[src/rtl/agu_adder_arbiter_if.sv]
// Request/response bundle between the AGU requesters, the shared adder arbiter and the result consumer.
// The slave modport is the arbiter side; the master modport is the requester/consumer side.
interface agu_adder_arbiter_if #(
    parameter int unsigned NUM_REQ = 4
);
    localparam int unsigned ID_W = (NUM_REQ > 1) ? $clog2(NUM_REQ) : 1;

    logic [NUM_REQ-1:0]    req_valid;
    logic [NUM_REQ-1:0]    req_ready;
    logic [NUM_REQ*64-1:0] req_base;
    logic [NUM_REQ*12-1:0] req_imm;
    logic                  rsp_valid;
    logic                  rsp_ready;
    logic [64:0]           rsp_sum;
    logic [ID_W-1:0]       rsp_id;
    logic                  flush;
    logic                  busy;

    modport slave (
        input  req_valid, req_base, req_imm, rsp_ready, flush,
        output req_ready, rsp_valid, rsp_sum, rsp_id, busy
    );

    modport master (
        output req_valid, req_base, req_imm, rsp_ready, flush,
        input  req_ready, rsp_valid, rsp_sum, rsp_id, busy
    );
endinterface

[src/rtl/agu_adder_arbiter.sv]
// Shared 64b + 12b AGU adder with round-robin arbitration and one registered, id-tagged result stage.
// Optional AGU_ARB_PRIO_EN: requester 0 gets fixed top priority; requesters 1..NUM_REQ-1 share round-robin.
module agu_adder_arbiter #(
    parameter int unsigned NUM_REQ = 4,
    parameter int unsigned RR_INIT = 0
) (
    input  logic               clk,
    input  logic               reset,
    agu_adder_arbiter_if.slave bus
);
    localparam int unsigned ID_W   = (NUM_REQ > 1) ? $clog2(NUM_REQ) : 1;
    localparam int unsigned BASE_W = 64;
    localparam int unsigned IMM_W  = 12;
    localparam int unsigned SUM_W  = 65;
`ifdef AGU_ARB_PRIO_EN
    // Pointer never names requester 0 in priority mode.
    localparam int unsigned RR_RST = (RR_INIT == 0) ? 1 : RR_INIT;
`else
    localparam int unsigned RR_RST = RR_INIT;
`endif

    typedef enum logic {EMPTY, FULL} state_e;

    state_e             state_q, state_d;
    logic [ID_W-1:0]    rr_q, rr_d;
    logic [ID_W-1:0]    id_q, id_d;
    logic [SUM_W-1:0]   sum_q, sum_d;
    logic [ID_W-1:0]    gnt_idx;
    logic               gnt_found;
    logic               can_accept_c;
    logic               accept_c;
    logic [NUM_REQ-1:0] ready_c;
    logic [BASE_W-1:0]  base_sel;
    logic [IMM_W-1:0]   imm_sel;

    always_ff @(posedge clk) begin
        if (reset) begin
            state_q <= EMPTY;
            rr_q    <= ID_W'(RR_RST);
            id_q    <= '0;
            sum_q   <= '0;
        end else begin
            state_q <= state_d;
            rr_q    <= rr_d;
            id_q    <= id_d;
            sum_q   <= sum_d;
        end
    end

    // Rotating priority search starting at rr_q.
    always_comb begin
        int unsigned pos;
        gnt_found = 1'b0;
        gnt_idx   = '0;
        pos       = 0;
`ifdef AGU_ARB_PRIO_EN
        if (bus.req_valid[0]) begin
            gnt_found = 1'b1;
        end
        for (int unsigned k = 0; k < NUM_REQ - 1; k++) begin
            pos = 1 + ((32'(rr_q) - 1 + k) % (NUM_REQ - 1));
            if (!gnt_found && bus.req_valid[ID_W'(pos)]) begin
                gnt_found = 1'b1;
                gnt_idx   = ID_W'(pos);
            end
        end
`else
        for (int unsigned k = 0; k < NUM_REQ; k++) begin
            pos = (32'(rr_q) + k) % NUM_REQ;
            if (!gnt_found && bus.req_valid[ID_W'(pos)]) begin
                gnt_found = 1'b1;
                gnt_idx   = ID_W'(pos);
            end
        end
`endif
    end

    assign base_sel = bus.req_base[BASE_W*32'(gnt_idx) +: BASE_W];
    assign imm_sel  = bus.req_imm[IMM_W*32'(gnt_idx) +: IMM_W];

    // Next-state: flush wins, then accept (which also covers drain-and-refill), then plain drain.
    always_comb begin
        state_d      = state_q;
        rr_d         = rr_q;
        id_d         = id_q;
        sum_d        = sum_q;
        ready_c      = '0;
        can_accept_c = !reset && !bus.flush && ((state_q == EMPTY) || bus.rsp_ready);
        accept_c     = can_accept_c && gnt_found;
        if (accept_c) begin
            ready_c[gnt_idx] = 1'b1;
        end
        if (bus.flush) begin
            state_d = EMPTY;
        end else if (accept_c) begin
            state_d = FULL;
            sum_d   = {1'b0, base_sel} + SUM_W'(imm_sel);
            id_d    = gnt_idx;
`ifdef AGU_ARB_PRIO_EN
            if (gnt_idx != '0) begin
                rr_d = (32'(gnt_idx) == NUM_REQ - 1) ? ID_W'(1) : ID_W'(32'(gnt_idx) + 1);
            end
`else
            rr_d = ID_W'((32'(gnt_idx) + 1) % NUM_REQ);
`endif
        end else if ((state_q == FULL) && bus.rsp_ready) begin
            state_d = EMPTY;
        end
    end

    assign bus.req_ready = ready_c;
    assign bus.rsp_valid = (state_q == FULL);
    assign bus.rsp_sum   = sum_q;
    assign bus.rsp_id    = id_q;
    assign bus.busy      = (state_q == FULL) || (|bus.req_valid);
endmodule

[src/flat_wrapper.sv]
// flat-port wrapper written by rule: the top's interface ports become plain ports
module agu_adder_arbiter_flat 
#(
    parameter int unsigned NUM_REQ = 4,
    parameter int unsigned RR_INIT = 0
)
  (clk, reset, bus_req_valid, bus_req_base, bus_req_imm, bus_rsp_ready, bus_flush, bus_req_ready, bus_rsp_valid, bus_rsp_sum, bus_rsp_id, bus_busy);
  agu_adder_arbiter_if #(.NUM_REQ(NUM_REQ)) bus_i ();
  input  logic clk;
  input  logic reset;
  input wire logic [$bits(bus_i.req_valid)-1:0] bus_req_valid;
  input wire logic [$bits(bus_i.req_base)-1:0] bus_req_base;
  input wire logic [$bits(bus_i.req_imm)-1:0] bus_req_imm;
  input wire logic [$bits(bus_i.rsp_ready)-1:0] bus_rsp_ready;
  input wire logic [$bits(bus_i.flush)-1:0] bus_flush;
  output wire logic [$bits(bus_i.req_ready)-1:0] bus_req_ready;
  output wire logic [$bits(bus_i.rsp_valid)-1:0] bus_rsp_valid;
  output wire logic [$bits(bus_i.rsp_sum)-1:0] bus_rsp_sum;
  output wire logic [$bits(bus_i.rsp_id)-1:0] bus_rsp_id;
  output wire logic [$bits(bus_i.busy)-1:0] bus_busy;
  assign bus_i.req_valid = bus_req_valid;
  assign bus_i.req_base = bus_req_base;
  assign bus_i.req_imm = bus_req_imm;
  assign bus_i.rsp_ready = bus_rsp_ready;
  assign bus_i.flush = bus_flush;
  assign bus_req_ready = bus_i.req_ready;
  assign bus_rsp_valid = bus_i.rsp_valid;
  assign bus_rsp_sum = bus_i.rsp_sum;
  assign bus_rsp_id = bus_i.rsp_id;
  assign bus_busy = bus_i.busy;
  agu_adder_arbiter #(.NUM_REQ(NUM_REQ), .RR_INIT(RR_INIT)) u_core (.clk(clk), .reset(reset), .bus(bus_i));
endmodule
[config.mk]
export PLATFORM = sky130hd
export DESIGN_NAME = agu_adder_arbiter_flat
export DESIGN_NICKNAME = d
export VERILOG_FILES = /design/src/rtl/agu_adder_arbiter_if.sv /design/src/rtl/agu_adder_arbiter.sv /design/src/flat_wrapper.sv
export SDC_FILE = /design/constraint.sdc
export NUM_CORES = 1
export LEC_CHECK = 0
export CORE_AREA = 2 2 148 150
export DETAILED_ROUTE_END_ITERATION = 10
export DIE_AREA = 0 0 150 152
export PLACE_DENSITY = 0.68
export SETUP_SLACK_MARGIN = 0.1
export SLEW_MARGIN = 20
export SYNTH_ARGS = -nofsm -noshare
export SYNTH_HDL_FRONTEND = slang
export SYNTH_SLANG_ARGS = --single-unit
[constraint.sdc]
create_clock -name clk -period 6.6 [get_ports clk]
set_input_delay 0.99 -clock clk [delete_from_list [all_inputs] [get_ports clk]]
set_output_delay 0.99 -clock clk [all_outputs]
set_load 0.005 [all_outputs]
==> impl_metrics.toml, run 1 <==
[status]
status = "complete, no violations"

[critical_path]
max_stage_delay_ns = 0.53
setup.worst_path.start = "bus_req_valid[0]"
worstPathArrival_ns = 6.15
slowest_stage = "clkdlybuf4s50_1"
reg2reg_from = "u_core.rr_q[1]"
crit_path_start_kind = "input pin"
cpMostUsedCell = "o21ai_0"
crit_type = "in2reg"
required_ns = 6.84
critPathMaxFanout = 29
path_buf_inv = 3
path_delay_family = "compound AO/OA/AOI/OAI gates"
worst_setup_path_end_kind = "flip-flop"
crit_chain = "clkdlybuf4s50_1, nor2b_1, o21bai_4, nand2_4, clkinv_2, nand2_1, and3_1, a31oi_1, ha_1, o21ai_0, o21ai_0, a21oi_1, nor2_1, o211ai_1, nor4_4, buf_4, nand4_4, o311a_1, a2111oi_2"

[route]
dr_wl_met3_um = 2650
drt_first_pass_iters = 5
drc = 0
wirelength_um = 32800
antenna_left = 0
vias = 9510
routed.top_layer = "met5"
wl_per_cell_um = 19.4
first_iter_violations = 593
m1WireLength_um = 13000
met2_length_um = 16400
via_per_inst = 5.62

[clock_tree]
htreeDepth = 3
cts_tree = "done"
clk_pin_slew_ns = 0.06
cts_root_buffer = "clkbuf_16"
postCtsResizedCells = 0
cts_buffer_depth = 2
cts.sinks = 70
cts_hold_buf = 0
cts_buffers = 9
clock_latency_ns = 0.34
post_cts_buffers = 0

[place]
portBuffers = 384
detailedPlace.worstSlack_ns = 0.336
dpl.hpwl_um = 25000
gp_congestion = 0.857

[timing]
report.final.slew_viol_count = 0
worst_pin_slew_ns = 1.04
setup_viol_count_final = 0
max_slew_margin_pct = 30.5
fmax_mhz = 169
rsz0062_at_grt = "false"
setup_tns_ns = 0
finalHoldViolCount = 0
period_share_pct = 89.6
layout_setup_ws_ns = 0.686
period_minus_slack_ns = 5.91
fin_skew_ns = 0.00839

[grt]
antenna_found_initial = 2
grt_max_degree = 101
grt_first_pass_wirelength_um = 49000
grt.overflow.total = 0
grt_usage_pct = 27.3
grt_pass1_vias = 9018

[power]
sequentialPowerShare_pct = 23.3
swShare_pct = 37.2
p_leak_nw = 4.39
p_int_mw = 1.31
vdd.ir_drop.worst_v = 0.000108
comb_power_share_pct = 51.1
cellPowerDensity_nw_per_um2 = 181
p_clk_share_pct = 25.6
netSwitchingPower_uw = 775

[synth]
synthesis.nets = 1412
synthArstFlopShare_pct = 0
avgSynthCellArea_sq_um = 6.62
synth-compound-area-share_pct = 25.0
synth_top_family_by_area = "simple AND/OR/NAND/NOR gates"
ys_ff_latch = 70
yosysUniqueCellTypes = 68
synth.area.mux_share_pct = 1.01
yosys_warnings = 0
syn_area_sq_um = 7170
synth_edf_count = 0
synth_cells = 1083
ys.flop_type = "dfxtp_1"
synth_fa_ha_area_share_pct = 3.07
synthSimpleGateAreaFrac_pct = 41.8
synth_xor_xnor_area_share_pct = 3.18
ys_seq_area_share_pct = 19.5

[floorplanning]
start_util_pct = 33.6
dieArea_sq_um = 22800
rows = 54
core_area_sq_um = 21400
die_x_um = 150
pin_count = 385
dieHeight_um = 152

[hold_path]
hp-class = "reg2reg"
hp-start = "u_core.bus.rsp_sum[4]"

[finish]
area_growth_syn_to_layout_pct = 60.3
fillers = 2086
final_cell_mix = "clkdlybuf4s50_1, nand2_1, nand3_1, nor2_1, dfxtp_1"
nNetsFinal = 1735
layout-drive-gt1-share_pct = 5.81
final_common_cell = "clkdlybuf4s50_1"

[flow_run]
maxCapViolations = 0
-- path summary, 6_finish.rpt --
check,to,slack (ns),depth (start not counted)
setup / recovery,u_core.bus.rsp_sum[63],0.69,19
hold / removal,u_core.bus.rsp_sum[4],0.45,2
setup reg to reg,u_core.bus.rsp_sum[63],1.50,18
hold reg to reg,u_core.bus.rsp_sum[4],0.45,2
-- power by group through the flow --
stage	clock network, mW	logic [mW]	registers (mW)
after floorplan	0	0.602	0.494
after global placement	0	1.05	0.495
after detailed placement	0	1.06	0.496
after CTS	0.541	1.06	0.487
after global routing	0.555	1.16	0.490
final	0.534	1.06	0.486
-- metrics by stage --
stage / power, mW / util [%] / instances / hold slack [ns] / area (sq um)
2_1_floorplan: 1.10 / - / 1083 / 0.448 / 7170
3_3_place_gp: 1.54 / 52.3 / 1675 / 0.439 / 11200
3_5_place_dp: 1.55 / 52.3 / 1675 / 0.445 / 11200
4_1_cts: 2.09 / 53.8 / 1691 / 0.452 / 11500
5_1_grt: 2.21 / 53.8 / 1692 / 0.465 / 11500
6_report: 2.08 / 53.8 / 1692 / 0.452 / 11500
-- final cells by class --
cell class	count	area, sq um	share of cell area (%)
multi-input cells	905	5330	46.4
repair buffers	411	4050	35.3
flip-flops and latches	70	1400	12.2
well taps	280	350	3.05
clock buffers	12	246	2.14
clock inverters	4	70.1	0.610
inverters	9	35.0	0.305
diodes	1	2.50	0.0218
-- sequential cells by signal, summed over array words and instances (netlist names) --
register and flops:
u_core.bus.rsp_sum 65, u_core.bus.rsp_id 2, u_core.rr_q 2, u_core.bus.rsp_valid 1
-- synth_stat cells, types with 14 or more instances --
cell	count	area [sq um]
nand4_1	21	131
nor4_1	25	156
nor3_1	14	70.1
buf_2	23	115
o21ai_0	57	285
a31o_2	15	131
a211oi_1	65	488
a21oi_1	29	145
nor2_1	79	297
clkbuf_1	59	221
nand2_1	207	777
xnor2_1	17	149
a31oi_1	33	206
nand3_1	111	556
ha_1	16	200
dfxtp_1	70	1400
and3_1	65	407
-- per-layer routing --
| layer | vias to the layer above | track usage (%) |
|---|---|---|
| met5 | - | 0 |
| met4 | 2 | 9.03 |
| met3 | 41 | 5.41 |
| met2 | 422 | 49.7 |
| met1 | 4419 | 31.6 |
| li1 | 4626 | - |
-- worst min-delay path: cells and delay by family (launching register included) --
family	cells	cell delay [ns]
AO/OA/AOI/OAI	1	0.05
flip-flops	1	0.31
AND/OR/NAND/NOR	1	0.05
-- kinds of logic (layout without fill, tap and decap cells) --
kind of cell               after synthesis  count (layout)
and+or+nand+nor                        596             596
muxes                                    7               7
other                                    0               1
AOI/OAI and AO/OA                      259             259
adders and majority gates               17              17
buffers and inverters                  108             436
DFF                                     70              70
xor gates and xnor gates                26              26
Power figures use the tool's default switching activity.
==> run 2: changes to the inputs <==
--- a/config.mk
+++ b/config.mk
@@ -9,6 +9,7 @@
 export DETAILED_ROUTE_END_ITERATION = 10
 export DIE_AREA = 0 0 150 152
 export PLACE_DENSITY = 0.68
+export RECOVER_POWER = 100
 export SETUP_SLACK_MARGIN = 0.1
 export SLEW_MARGIN = 20
 export SYNTH_ARGS = -nofsm -noshare
==> impl_metrics.toml, run 2 (synthesis results as in run 1) <==
[timing]
worst_pin_slew_ns = 2.65
fin_skew_ns = 0.00782
rsz0062_at_grt = "false"
period_minus_slack_ns = 6.16
setup_viol_count_final = 0
setup_tns_ns = 0
report.final.slew_viol_count = 62
max_slew_margin_pct = -76.9
fmax_mhz = 162
finalHoldViolCount = 0
period_share_pct = 93.3

[critical_path]
crit_chain = "dlygate4sd3_1, nor4_1, clkbuf_1, nor4_1, clkbuf_1, and2_1, dlygate4sd3_1"
rr_worst_depth = 18
worstPathArrival_ns = 5.17
endpoint = "bus_req_ready[0]"
max_stage_delay_ns = 1.90
critPathMaxFanout = 61
r2r_slack_ns = 1.44
reg2reg_to = "u_core.bus.rsp_sum[63]"
path_depth = 7
path_buf_inv = 4
crit_path_start_kind = "input pin"
worst_setup_path_end_kind = "output pin"
path_delay_family = "buffers and inverters"
slowest_stage = "clkbuf_1"
reg2reg_from = "u_core.rr_q[1]"
setup.worst_path.start = "bus_req_valid[1]"
required_ns = 5.61
crit_type = "in2out"

[clock_tree]
clk_pin_slew_ns = 0.06
cts_buffers = 9
cts.sinks = 70
post_cts_buffers = 0
cts_root_buffer = "clkbuf_16"
cts_buffer_depth = 2
cts_hold_buf = 0
postCtsResizedCells = 0
htreeDepth = 3
clock_latency_ns = 0.34
cts_tree = "done"

[floorplanning]
core_area_sq_um = 21400
dieArea_sq_um = 22800
pin_count = 385
die_x_um = 150
rows = 54
dieHeight_um = 152
start_util_pct = 33.6

[power]
vdd.ir_drop.worst_v = 0.000107
p_leak_nw = 4.56
total_power_mw = 2.07
cellPowerDensity_nw_per_um2 = 180

[route]
via_per_inst = 5.61
vias = 9485
drt_first_pass_iters = 6
wl_per_cell_um = 19.4
wirelength_um = 32800
antenna_left = 0
first_iter_violations = 601
drc = 0

[hold_path]
hp-class = "reg2reg"
hp-start = "u_core.bus.rsp_sum[4]"

[status]
status = "finished with violations"
violations = "max-capacitance violations, max-slew violations"

[finish]
nNetsFinal = 1735
largest_reg_flops = 65
final_cell_mix = "clkdlybuf4s50_1, nand2_1, nand3_1, nor2_1, dlygate4sd3_1"
final_area_sq_um = 11500
area_growth_syn_to_layout_pct = 60.0
final_common_cell = "clkdlybuf4s50_1"
layout-drive-gt1-share_pct = 5.53

[place]
dpl.hpwl_um = 25000
gp_congestion = 0.857
portBuffers = 384
place_area_sq_um = 11200

[grt]
grt_pass1_vias = 9018
grt_usage_pct = 27.3
grt_first_pass_wirelength_um = 49000
antenna_found_initial = 2
grt_max_degree = 101
grt.overflow.total = 0

[flow_run]
maxCapViolations = 1
run 2: worst reg2reg max path, cell delays in order (launching register included):
cell and delay (ns):
dfxtp_1 0.45, and2_4 0.23, o211ai_4 0.10, nand2_4 0.25, clkinv_2 0.38, nand2_1 0.16, and3_1 0.16, a31oi_1 0.05
ha_1 0.39, o21ai_0 0.14, o21ai_0 0.51, a21oi_1 0.16, nor2_1 0.17, o211ai_1 0.23, nor4_4 0.20, buf_4 0.23
nand4_4 0.37, o311a_1 0.48, a2111oi_0 0.39
run 2: per-stage QoR:
step	utilization [%]	setup WS, ns	cells	hold slack (ns)
after floorplan	-	0.844	1083	0.448
after global placement	52.3	0.518	1675	0.439
after detailed placement	52.3	0.336	1675	0.445
after CTS	53.8	0.695	1691	0.452
after global routing	53.7	0.154	1692	0.462
final	53.7	0.443	1692	0.448
run 2: report_power, final:
group	switching [mW]	internal, mW	leakage, nW
Clock	0.194	0.341	0.157
Combinational	0.558	0.492	3.83
Sequential	0.0219	0.462	0.576
Total	0.775	1.29	4.56
run 2: area by class of cell:
type / count / area, sq um
well taps: 280 / 350
fillers: 2093 / 9880
diodes: 1 / 2.50
repair buffers: 411 / 4040
multi-input cells: 905 / 5320
clock inverters: 4 / 70.1
inverters: 9 / 35.0
clock buffers: 12 / 246
flip-flops and latches: 70 / 1400
run 2: worst min-delay path by stage:
stage	end	depth (start not counted)
floorplan	u_core.bus.rsp_sum[5]	2
global placement	u_core.bus.rsp_sum[8]	2
detailed placement	u_core.bus.rsp_sum[5]	2
CTS	u_core.bus.rsp_sum[5]	2
global route	u_core.bus.rsp_sum[5]	2
finish	u_core.bus.rsp_sum[4]	2
run 2: routing by layer:
metal,vias up,global-route usage [%],part of all wire (%)
li1,4629,-,-
met1,4410,31.6,40
met2,403,49.7,50
met3,41,5.41,7.7
met4,2,9.03,2.3
met5,-,0,0.024
==> run 3: changes to the inputs <==
--- a/config.mk
+++ b/config.mk
@@ -6,12 +6,13 @@
 export NUM_CORES = 1
 export LEC_CHECK = 0
 export CORE_AREA = 2 2 148 150
+export CTS_CLUSTER_SIZE = 28
 export DETAILED_ROUTE_END_ITERATION = 10
 export DIE_AREA = 0 0 150 152
 export PLACE_DENSITY = 0.68
 export RECOVER_POWER = 100
 export SETUP_SLACK_MARGIN = 0.1
-export SLEW_MARGIN = 20
+export SLEW_MARGIN = 40
 export SYNTH_ARGS = -nofsm -noshare
 export SYNTH_HDL_FRONTEND = slang
 export SYNTH_SLANG_ARGS = --single-unit
==> impl_metrics.toml, run 3 (synthesis results as in run 1) <==
[power]
comb_power_share_pct = 50.8
netSwitchingPower_uw = 771
p_leak_nw = 4.56
sequentialPowerShare_pct = 23.4
p_int_mw = 1.30
cellPowerDensity_nw_per_um2 = 180
swShare_pct = 37.3
p_clk_share_pct = 25.8
vdd.ir_drop.worst_v = 0.0000989

[place]
placedCellCount = 1675
dpl.hpwl_um = 25000
gp_congestion = 0.857
portBuffers = 384
place_area_sq_um = 11200

[route]
wirelength_um = 32800
via_per_inst = 5.63
drt_first_pass_iters = 6
vias = 9538
first_iter_violations = 691
drc = 0
wl_per_cell_um = 19.4
antenna_left = 0

[clock_tree]
clock_latency_ns = 0.34
cts.sinks = 70
post_cts_buffers = 0
clk_pin_slew_ns = 0.06
cts_tree = "done"
postCtsResizedCells = 0
cts_root_buffer = "clkbuf_16"
cts_buffers = 9
cts_buffer_depth = 2
cts_hold_buf = 0
htreeDepth = 3

[finish]
nNetsFinal = 1735
largest_reg_flops = 65
final_common_cell = "clkdlybuf4s50_1"
fin_cells = 1693
layout-drive-gt1-share_pct = 5.67
final_cell_mix = "clkdlybuf4s50_1, nand2_1, nand3_1, nor2_1, dlygate4sd3_1"
area_growth_syn_to_layout_pct = 60.1
fillers = 2108
final_area_sq_um = 11500
multi_input_area_sq_um = 5330
regArea_sq_um = 1400

[floorplanning]
die_x_um = 150
core_area_sq_um = 21400
start_util_pct = 33.6
pin_count = 385
dieArea_sq_um = 22800
rows = 54
dieHeight_um = 152

[critical_path]
max_stage_delay_ns = 1.93
critPathMaxFanout = 61
required_ns = 5.61
crit_type = "in2out"
crit_path_start_kind = "input pin"
worstPathArrival_ns = 5.18
slowest_stage = "clkbuf_1"
worst_setup_path_end_kind = "output pin"
crit_chain = "dlygate4sd3_1, nor4_1, clkbuf_1, nor4_1, clkbuf_1, and2_1, dlygate4sd3_1"

[timing]
worst_pin_slew_ns = 2.70
period_share_pct = 93.4
setup_viol_count_final = 0
rsz0062_at_grt = "false"
report.final.slew_viol_count = 62
finalHoldViolCount = 0
max_slew_margin_pct = -79.8
holdWs_ns = 0.447
period_minus_slack_ns = 6.17
fmax_mhz = 162
setup_tns_ns = 0
fin_skew_ns = 0.00678

[grt]
grt_max_degree = 101
grt_pass1_vias = 9089
grt_first_pass_wirelength_um = 49400
grt_usage_pct = 27.5
grt.overflow.total = 0
antenna_found_initial = 3

[status]
status = "finished with violations"
violations = "max-capacitance violations, max-slew violations"

[hold_path]
hp-class = "reg2reg"

[flow_run]
maxCapViolations = 1
## run 3: per-stage QoR
step | setup slack, ns | power, mW | util [%]
2_1_floorplan | 0.844 | 1.10 | -
3_3_place_gp | 0.518 | 1.54 | 52.3
3_5_place_dp | 0.341 | 1.55 | 52.3
4_1_cts | 0.702 | 2.09 | 53.8
5_1_grt | 0.169 | 2.20 | 53.8
6_report | 0.434 | 2.07 | 53.8
## run 3: per-layer routing
metal  track usage, %  share of wire (%)  wire length (um)
met5                0              0.034                11
met4             10.6                3.1              1030
met3             5.47                8.3              2710
met2             48.7                 49             16200
met1             32.4                 39             12800
## run 3: final cells by class
class | count | share of cell area (%)
multi-input combinational | 905 | 46.4
timing repair buffer | 411 | 35.2
sequential | 70 | 12.2
tap | 280 | 3.05
clock buffer | 12 | 2.15
clock inverter | 4 | 0.610
inverter | 9 | 0.305
antenna | 2 | 0.0436
## run 3: path summary, 6_finish.rpt
path	cells after the start	endpoint	slack, ns	start
max	7	bus_req_ready[1]	0.43	bus_req_valid[1]
min	2	u_core.bus.rsp_sum[6]	0.45	u_core.bus.rsp_sum[6]
max reg2reg	18	u_core.bus.rsp_sum[63]	1.45	u_core.rr_q[1]
min reg2reg	2	u_core.bus.rsp_sum[6]	0.45	u_core.bus.rsp_sum[6]
## run 3: critical path, delay by kind of cell
family                 cells  cell delay (ns)
buffers and inverters      4             3.43
and+or+nand+nor            3             0.70
## run 3: power groups by stage
| stage | combinational (mW) | clock [mW] | sequential [mW] |
|---|---|---|---|
| 3_3_place_gp | 1.05 | 0 | 0.495 |
| 2_1_floorplan | 0.602 | 0 | 0.494 |
| 6_report | 1.05 | 0.532 | 0.485 |
| 4_1_cts | 1.06 | 0.540 | 0.487 |
| 5_1_grt | 1.15 | 0.558 | 0.489 |
| 3_5_place_dp | 1.06 | 0 | 0.496 |
